## src/rtl/fpa_arbiter_if.sv

```systemverilog
// Request, response and adder-side signals of fpa_arbiter.
// The arbiter takes the slave modport; requesters, consumer and adder model take the master modport.
interface fpa_arbiter_if #(
  parameter int unsigned NREQ = 4,
  parameter int unsigned W    = 16
);
  logic [NREQ-1:0]   req_valid;
  logic [NREQ*W-1:0] req_a;
  logic [NREQ*W-1:0] req_b;
  logic [NREQ-1:0]   req_ready;

  logic              resp_valid;
  logic [2:0]        resp_id;
  logic [W-1:0]      resp_data;
  logic              resp_err;
  logic              resp_ready;

  logic              fpa_add;
  logic [W-1:0]      fpa_number1;
  logic [W-1:0]      fpa_number2;
  logic [W-1:0]      fpa_result;
  logic              fpa_ready;

  modport slave (
    input  req_valid, req_a, req_b, resp_ready, fpa_result, fpa_ready,
    output req_ready, resp_valid, resp_id, resp_data, resp_err,
           fpa_add, fpa_number1, fpa_number2
  );

  modport master (
    output req_valid, req_a, req_b, resp_ready, fpa_result, fpa_ready,
    input  req_ready, resp_valid, resp_id, resp_data, resp_err,
           fpa_add, fpa_number1, fpa_number2
  );
endinterface

```

## src/rtl/fpa_arbiter.sv

```systemverilog
// Round-robin arbiter sharing one half-precision floating_point_adder among NREQ requesters.
// Defining FPA_ARB_TIMEOUT_EN adds a watchdog that ends a stuck add with resp_err after TIMEOUT cycles.
module fpa_arbiter #(
  parameter int unsigned NREQ    = 4,
  parameter int unsigned W       = 16,
  parameter int unsigned TIMEOUT = 255
) (
  input  logic         CLOCK_50,
  input  logic         rst_n,
  fpa_arbiter_if.slave bus
);
  localparam int unsigned IDW = 3;

  typedef enum logic [2:0] {
    S_IDLE  = 3'd0,
    S_ISSUE = 3'd1,
    S_BLANK = 3'd2,
    S_WAIT  = 3'd3,
    S_RESP  = 3'd4
  } state_e;

  if (NREQ < 2 || NREQ > 8 || TIMEOUT == 0) begin : g_param_check
    $error("fpa_arbiter: NREQ must be 2..8 and TIMEOUT must be nonzero");
  end

  state_e         state_q, state_d;
  logic [IDW-1:0] last_q, last_d;
  logic [IDW-1:0] id_q, id_d;
  logic [W-1:0]   opa_q, opa_d;
  logic [W-1:0]   opb_q, opb_d;
  logic [W-1:0]   data_q, data_d;
  logic           add_q, add_d;
  logic           valid_q, valid_d;

`ifdef FPA_ARB_TIMEOUT_EN
  localparam int unsigned WD_W = $clog2(TIMEOUT + 1);
  logic [WD_W-1:0] wd_q, wd_d;
  logic            err_q, err_d;
`endif

  logic [NREQ-1:0] above_c;
  logic [NREQ-1:0] masked_c;
  logic [NREQ-1:0] pick_c;
  logic [NREQ-1:0] grant_oh_c;
  logic [NREQ-1:0] ready_c;
  logic [IDW-1:0]  grant_id_c;
  logic            grant_any_c;
  logic [W-1:0]    sel_a_c;
  logic [W-1:0]    sel_b_c;

  // Round-robin pick: lowest requester above last_grant, else wrap to the lowest overall.
  always_comb begin
    above_c = '0;
    for (int i = 0; i < int'(NREQ); i++) begin
      above_c[i] = (IDW'(i) > last_q);
    end
    masked_c    = bus.req_valid & above_c;
    pick_c      = (|masked_c) ? masked_c : bus.req_valid;
    grant_any_c = |bus.req_valid;

    grant_id_c = '0;
    for (int i = int'(NREQ) - 1; i >= 0; i--) begin
      if (pick_c[i]) grant_id_c = IDW'(i);
    end

    grant_oh_c = '0;
    sel_a_c    = '0;
    sel_b_c    = '0;
    for (int i = 0; i < int'(NREQ); i++) begin
      if (grant_id_c == IDW'(i)) begin
        grant_oh_c[i] = 1'b1;
        sel_a_c       = bus.req_a[i*W +: W];
        sel_b_c       = bus.req_b[i*W +: W];
      end
    end
  end

  // Next-state and registered-output logic.
  always_comb begin
    state_d = state_q;
    last_d  = last_q;
    id_d    = id_q;
    opa_d   = opa_q;
    opb_d   = opb_q;
    data_d  = data_q;
    add_d   = 1'b0;
    valid_d = valid_q;
    ready_c = '0;
`ifdef FPA_ARB_TIMEOUT_EN
    wd_d    = wd_q;
    err_d   = err_q;
`endif

    case (state_q)
      S_IDLE: begin
        if (grant_any_c) begin
          // Acceptance pulse is combinational so it coincides with req_valid in IDLE only.
          ready_c = grant_oh_c & {NREQ{rst_n}};
          last_d  = grant_id_c;
          id_d    = grant_id_c;
          opa_d   = sel_a_c;
          opb_d   = sel_b_c;
          add_d   = 1'b1;
          state_d = S_ISSUE;
        end
      end
      S_ISSUE: begin
`ifdef FPA_ARB_TIMEOUT_EN
        wd_d    = '0;
`endif
        state_d = S_BLANK;
      end
      // Any fpa_ready seen here may be left over from the previous add.
      S_BLANK: begin
        state_d = S_WAIT;
      end
      S_WAIT: begin
        if (bus.fpa_ready) begin
          data_d  = bus.fpa_result;
          valid_d = 1'b1;
          state_d = S_RESP;
`ifdef FPA_ARB_TIMEOUT_EN
          err_d   = 1'b0;
        end else if (wd_q == WD_W'(TIMEOUT - 1)) begin
          data_d  = '0;
          err_d   = 1'b1;
          valid_d = 1'b1;
          state_d = S_RESP;
        end else begin
          wd_d    = wd_q + WD_W'(1);
`endif
        end
      end
      S_RESP: begin
        if (bus.resp_ready) begin
          valid_d = 1'b0;
          state_d = S_IDLE;
`ifdef FPA_ARB_TIMEOUT_EN
          err_d   = 1'b0;
`endif
        end
      end
      default: begin
        valid_d = 1'b0;
        state_d = S_IDLE;
      end
    endcase
  end

  always_ff @(posedge CLOCK_50 or negedge rst_n) begin
    if (!rst_n) begin
      state_q <= S_IDLE;
      last_q  <= IDW'(NREQ - 1);
      id_q    <= '0;
      opa_q   <= '0;
      opb_q   <= '0;
      data_q  <= '0;
      add_q   <= 1'b0;
      valid_q <= 1'b0;
`ifdef FPA_ARB_TIMEOUT_EN
      wd_q    <= '0;
      err_q   <= 1'b0;
`endif
    end else begin
      state_q <= state_d;
      last_q  <= last_d;
      id_q    <= id_d;
      opa_q   <= opa_d;
      opb_q   <= opb_d;
      data_q  <= data_d;
      add_q   <= add_d;
      valid_q <= valid_d;
`ifdef FPA_ARB_TIMEOUT_EN
      wd_q    <= wd_d;
      err_q   <= err_d;
`endif
    end
  end

  assign bus.req_ready   = ready_c;
  assign bus.fpa_add     = add_q;
  assign bus.fpa_number1 = opa_q;
  assign bus.fpa_number2 = opb_q;
  assign bus.resp_valid  = valid_q;
  assign bus.resp_id     = id_q;
  assign bus.resp_data   = data_q;
`ifdef FPA_ARB_TIMEOUT_EN
  assign bus.resp_err    = err_q;
`else
  assign bus.resp_err    = 1'b0;
`endif

endmodule

```

## src/flat_wrapper.sv

```systemverilog
// flat-port wrapper written by rule: the top's interface ports become plain ports
module fpa_arbiter_flat 
#(
  parameter int unsigned NREQ    = 4,
  parameter int unsigned W       = 16,
  parameter int unsigned TIMEOUT = 255
)
  (CLOCK_50, rst_n, bus_req_valid, bus_req_a, bus_req_b, bus_resp_ready, bus_fpa_result, bus_fpa_ready, bus_req_ready, bus_resp_valid, bus_resp_id, bus_resp_data, bus_resp_err, bus_fpa_add, bus_fpa_number1, bus_fpa_number2);
  fpa_arbiter_if #(.NREQ(NREQ), .W(W)) bus_i ();
  input  logic CLOCK_50;
  input  logic rst_n;
  input wire logic [$bits(bus_i.req_valid)-1:0] bus_req_valid;
  input wire logic [$bits(bus_i.req_a)-1:0] bus_req_a;
  input wire logic [$bits(bus_i.req_b)-1:0] bus_req_b;
  input wire logic [$bits(bus_i.resp_ready)-1:0] bus_resp_ready;
  input wire logic [$bits(bus_i.fpa_result)-1:0] bus_fpa_result;
  input wire logic [$bits(bus_i.fpa_ready)-1:0] bus_fpa_ready;
  output wire logic [$bits(bus_i.req_ready)-1:0] bus_req_ready;
  output wire logic [$bits(bus_i.resp_valid)-1:0] bus_resp_valid;
  output wire logic [$bits(bus_i.resp_id)-1:0] bus_resp_id;
  output wire logic [$bits(bus_i.resp_data)-1:0] bus_resp_data;
  output wire logic [$bits(bus_i.resp_err)-1:0] bus_resp_err;
  output wire logic [$bits(bus_i.fpa_add)-1:0] bus_fpa_add;
  output wire logic [$bits(bus_i.fpa_number1)-1:0] bus_fpa_number1;
  output wire logic [$bits(bus_i.fpa_number2)-1:0] bus_fpa_number2;
  assign bus_i.req_valid = bus_req_valid;
  assign bus_i.req_a = bus_req_a;
  assign bus_i.req_b = bus_req_b;
  assign bus_i.resp_ready = bus_resp_ready;
  assign bus_i.fpa_result = bus_fpa_result;
  assign bus_i.fpa_ready = bus_fpa_ready;
  assign bus_req_ready = bus_i.req_ready;
  assign bus_resp_valid = bus_i.resp_valid;
  assign bus_resp_id = bus_i.resp_id;
  assign bus_resp_data = bus_i.resp_data;
  assign bus_resp_err = bus_i.resp_err;
  assign bus_fpa_add = bus_i.fpa_add;
  assign bus_fpa_number1 = bus_i.fpa_number1;
  assign bus_fpa_number2 = bus_i.fpa_number2;
  fpa_arbiter #(.NREQ(NREQ), .W(W), .TIMEOUT(TIMEOUT)) u_core (.CLOCK_50(CLOCK_50), .rst_n(rst_n), .bus(bus_i));
endmodule
```

## config.mk

```make
export PLATFORM = sky130hd
export DESIGN_NAME = fpa_arbiter_flat
export DESIGN_NICKNAME = d
export VERILOG_FILES = /design/src/rtl/fpa_arbiter_if.sv /design/src/rtl/fpa_arbiter.sv /design/src/flat_wrapper.sv
export SDC_FILE = /design/constraint.sdc
export NUM_CORES = 1
export LEC_CHECK = 0
export CAP_MARGIN = 20
export CORE_ASPECT_RATIO = 1.2
export CORE_MARGIN = 5
export CORE_UTILIZATION = 25
export DETAILED_ROUTE_END_ITERATION = 10
export GPL_ROUTABILITY_DRIVEN = 0
export HOLD_SLACK_MARGIN = 0.12
export PLACE_DENSITY_LB_ADDON = 0.12
export SLEW_MARGIN = 25
export SYNTH_ARGS = -nofsm -noshare
export SYNTH_HDL_FRONTEND = slang
export SYNTH_SLANG_ARGS = --single-unit
```

## constraint.sdc

```tcl
create_clock -name CLOCK_50 -period 2.5 [get_ports CLOCK_50]
set_input_delay 0.5 -clock CLOCK_50 [delete_from_list [all_inputs] [get_ports CLOCK_50]]
set_output_delay 0.5 -clock CLOCK_50 [all_outputs]
set_load 0.005 [all_outputs]
```

==> results.txt <==
----------------------------------------------------
[GRT]
  First-pass GRT wire length ... about 20 mm
  Global-route congestion overflow total ... 0
  Number of global-route vias before repair ... around 3700
  Initial antenna violation count ... 0
  Largest net degree at the start of global routing ... 65
  Global router's overall resource usage ... ~15%

[Finish]
  Share of the core filled with cells ... approximately 45%
  Sequential cell area ... ~0.0014 mm2
  Final cell area excluding filler cells ... between 0.006 and 0.007 mm2
  Layout area overhead ... 75.4%
  Number of diodes ... 0
  NumNets Final ... a little under 700
  Final-layout fill cell count ... around 1400
  Proportion of layout cells with a drive suffix above 1 ... approximately 18%
  Area taken by multi-input logic gates ... around 0.0019 mm2
  Fin cells ... 700

[Min path]
  Type of the tightest min-delay check ... input port to async pin

[Worst setup path]
  CP max FO ... 4
  Endpoint type of the worst setup path ... primary output
  Arrival time reported for the critical path endpoint ... about 1.9 ns
  Startpoint-to-endpoint class of the critical path ... input port to primary output
  Startpoint kind of the worst setup timing path ... input port
  Required time at the endpoint of the critical path ... about 2.0 ns

[Route]
  Detailed-route wire length on metal 1 ... just under 5 mm
  Met3 wire length ... roughly 1.1 mm
  Uppermost layer routed ... met4
  Total vias in the final route ... 3303
  Remaining routing DRC violations ... 0
  Post-detailed-route wirelength per cell ... approximately 18 um
  Final routed wirelength across all metal layers ... 12.3 mm
  Routed wire length on met2 ... slightly above 6 mm
  Number of DRC violations after detailed-routing iteration 0 ... 90
  Pre-antenna DRT Iters ... 4
  Remaining number of nets flagged by the antenna check after routing ... 0
  Average vias per placed instance ... roughly 4.7

[STA]
  Final TNS setup ... 0 ns
  Setup violators final ... 0
  Slew at the pin closest to its max-slew limit ... ~0.64 ns
  Worst-case headroom to the max-slew limit ... between 50% and 60%
  Number of hold violations in the final report ... 0
  Slack of the critical path ... about 0.11 ns
  Hold WS ... between 0.2 and 0.25 ns
  Final slew viol count ... 0
  Final setup skew ... roughly 0.0043 ns
  Unrepaired setup endpoints after global routing ... false
  Max Fclk ... roughly 420 MHz
  Final worst path period share ... between 90% and 100%
  Post-route minimum period ... around 2.4 ns

[Synthesis]
  Count of distinct cell types in the synthesized netlist ... 32
  Syn Std Cell Area ... ~0.0035 mm2
  Number of warnings issued by yosys ... 0
  Sequential cell area fraction in the yosys report ... between 40% and 50%
  Avg Cell Area, Syn ... approximately 11 um2
  Count of state elements after synthesis ... 57
  Post-synthesis cell type with the largest combined area ... sky130_fd_sc_hd__dfrtp_1
  Most repeated cell in the gate-level netlist after synthesis ... sky130_fd_sc_hd__nand3_1
  Main flop type after synthesis ... sky130_fd_sc_hd__dfrtp_1
  Instance count of the mapped netlist ... 310
  Leading cell types by total area after synthesis ... sky130_fd_sc_hd__dfrtp_1 39%, sky130_fd_sc_hd__mux2i_1 9.5%, sky130_fd_sc_hd__nand3_1 9.3%
  Number of enable flip-flop cells after synthesis ... 0
  Area share of the largest cell type after synthesis ... between 30% and 40%
  Top cells by count, synth ... 65 x sky130_fd_sc_hd__nand3_1, 55 x sky130_fd_sc_hd__dfrtp_1, 33 x sky130_fd_sc_hd__mux2i_1
  Proportion of synthesized flip-flops having asynchronous set or reset ... 100%

[Place]
  Number of cells after detailed placement ... between 600 and 700
  Placed standard-cell area ... a little under 0.006 mm2
  DPL Wire Length ... between 9 and 10 mm
  Count of input and output buffers ... slightly above 200
  Minimum setup slack after placement ... -0.329 ns

[Clocking]
  H-Tree Depth ... 3
  Number of clock buffers inserted by TritonCTS ... 9
  CTS tree ... yes
  Insertion delay to the later sink of the worst-skew pair ... approximately 0.32 ns
  Clk root buf ... sky130_fd_sc_hd__clkbuf_16
  Number of clock sinks ... 57
  Buffer depth of the longest clock path ... 2
  Clock-pin slew of the registers on the worst-case setup and hold paths ... around 0.050 ns

[Floorplan]
  Number of cell rows ... 47
  Overall die width ... ~120 um
  DIE HEIGHT ... about 140 um
  Starting density of the core ... ~25%
  Core area ... 0.0138 mm2
  Total die area ... roughly 0.016 mm2
  Boundary pin count ... 210

[Status]
  Outcome ... finished, final reports clean

[Flow run]
  Max cap viols ... 0

[Pwr]
  Leakage Power ... approximately 2.5 nW
  Total power consumption of the routed design ... about 6.0 mW
  Maximum resistive drop on vdd ... 0.448 mV
  Power per cell area ... 983 mW/mm2

----------------------------------------------------
==> critical path, cell delays in order <==
cell,delay [ns]
sky130_fd_sc_hd__dlygate4sd2_1,0.26
sky130_fd_sc_hd__or4_4,0.56
sky130_fd_sc_hd__nand2_4,0.08
sky130_fd_sc_hd__inv_2,0.06
sky130_fd_sc_hd__nand3b_1,0.11
sky130_fd_sc_hd__nor2_1,0.05
sky130_fd_sc_hd__dlygate4sd2_1,0.27
==> metal layers <==
| metal | track usage, % | vias up |
|---|---|---|
| li1 | - | 1599 |
| met1 | 17.2 | 1563 |
| met5 | 0 | - |
| met3 | 6.66 | 10 |
| met2 | 25.1 | 131 |
| met4 | 4.35 | 0 |
==> power breakdown <==
group          switching, mW  leakage, nW  internal (mW)
combinational           1.31         1.71           1.95
clock                  0.429        0.128          0.662
sequential             0.281        0.694           1.39
total                   2.02         2.53           4.00
==> cells by family after synthesis <==
logic type / after synthesis / synth area share (%)
other: 1 / 0.107
muxes: 81 / 27.1
AOI/OAI and AO/OA: 42 / 11.6
buffers and inverters: 33 / 6.16
and+or+nand+nor: 96 / 14.1
DFF: 57 / 40.9
==> sequential cells by signal, indices dropped and copies added (netlist names) <==
register / flops
u_core.last_q: 2
u_core.bus.resp_valid: 1
u_core.bus.fpa_number1: 16
u_core.bus.fpa_add: 1
u_core.state_q: 3
u_core.bus.fpa_number2: 16
u_core.bus.resp_data: 16
u_core.bus.resp_id: 2
==> cells in the final DEF, fill, tap and decap left out, types with 2 or more instances in the layout <==
| master | count |
|---|---|
| sky130_fd_sc_hd__clkinv_2 | 4 |
| sky130_fd_sc_hd__nand2_1 | 8 |
| sky130_fd_sc_hd__nand3_1 | 64 |
| sky130_fd_sc_hd__buf_4 | 20 |
| sky130_fd_sc_hd__a31oi_1 | 2 |
| sky130_fd_sc_hd__mux2_2 | 18 |
| sky130_fd_sc_hd__dfrtp_1 | 55 |
| sky130_fd_sc_hd__a221o_1 | 32 |
| sky130_fd_sc_hd__dfstp_2 | 2 |
| sky130_fd_sc_hd__buf_6 | 3 |
| sky130_fd_sc_hd__clkdlybuf4s50_1 | 198 |
| sky130_fd_sc_hd__nand3b_1 | 2 |
| sky130_fd_sc_hd__conb_1 | 2 |
| sky130_fd_sc_hd__nand2b_1 | 4 |
| sky130_fd_sc_hd__dlygate4sd2_1 | 7 |
| sky130_fd_sc_hd__mux2_4 | 20 |
| sky130_fd_sc_hd__buf_12 | 4 |
| sky130_fd_sc_hd__nor2_1 | 8 |
| sky130_fd_sc_hd__mux2i_1 | 32 |
| sky130_fd_sc_hd__nor2b_1 | 2 |
| sky130_fd_sc_hd__clkbuf_16 | 9 |
| sky130_fd_sc_hd__nor3_1 | 2 |
| sky130_fd_sc_hd__o21bai_1 | 2 |
| sky130_fd_sc_hd__clkinvlp_4 | 2 |
| sky130_fd_sc_hd__mux2_1 | 10 |
==> final cells by class <==
class	instances	area share, %
Timing Repair Buffer	234	37.9
Clock buffer	10	3.74
Clock inverter	6	0.572
Inverter	1	0.0612
Multi-Input combinational cell	221	30.9
Sequential cell	57	23.3
Tap cell	171	3.49
==> repair_timing <==
item                       4_1_cts  5_1_grt
hold buffers                     0        0
pin swaps                        3        2
gates resized for setup         10        4
setup endpoints to repair        4       25
buffers inserted                 2        0
==> final timing paths <==
| kind | from | depth (start not counted) | slack, ns | end |
|---|---|---|---|---|
| max in group asynchronous | rst_n | 2 | 1.76 | u_core.bus.fpa_number2[14] |
| min in group CLOCK_50 | u_core.bus.resp_id[1] | 2 | 0.48 | u_core.bus.resp_id[1] |
| min reg2reg | u_core.bus.resp_id[1] | 2 | 0.48 | u_core.bus.resp_id[1] |
| max | bus_req_valid[0] | 7 | 0.11 | bus_req_ready[0] |
| max reg2reg | u_core.last_q[1] | 7 | 0.12 | u_core.bus.fpa_number1[6] |
| min | rst_n | 2 | 0.22 | u_core.bus.fpa_number1[13] |
Power figures use the tool's default switching activity.
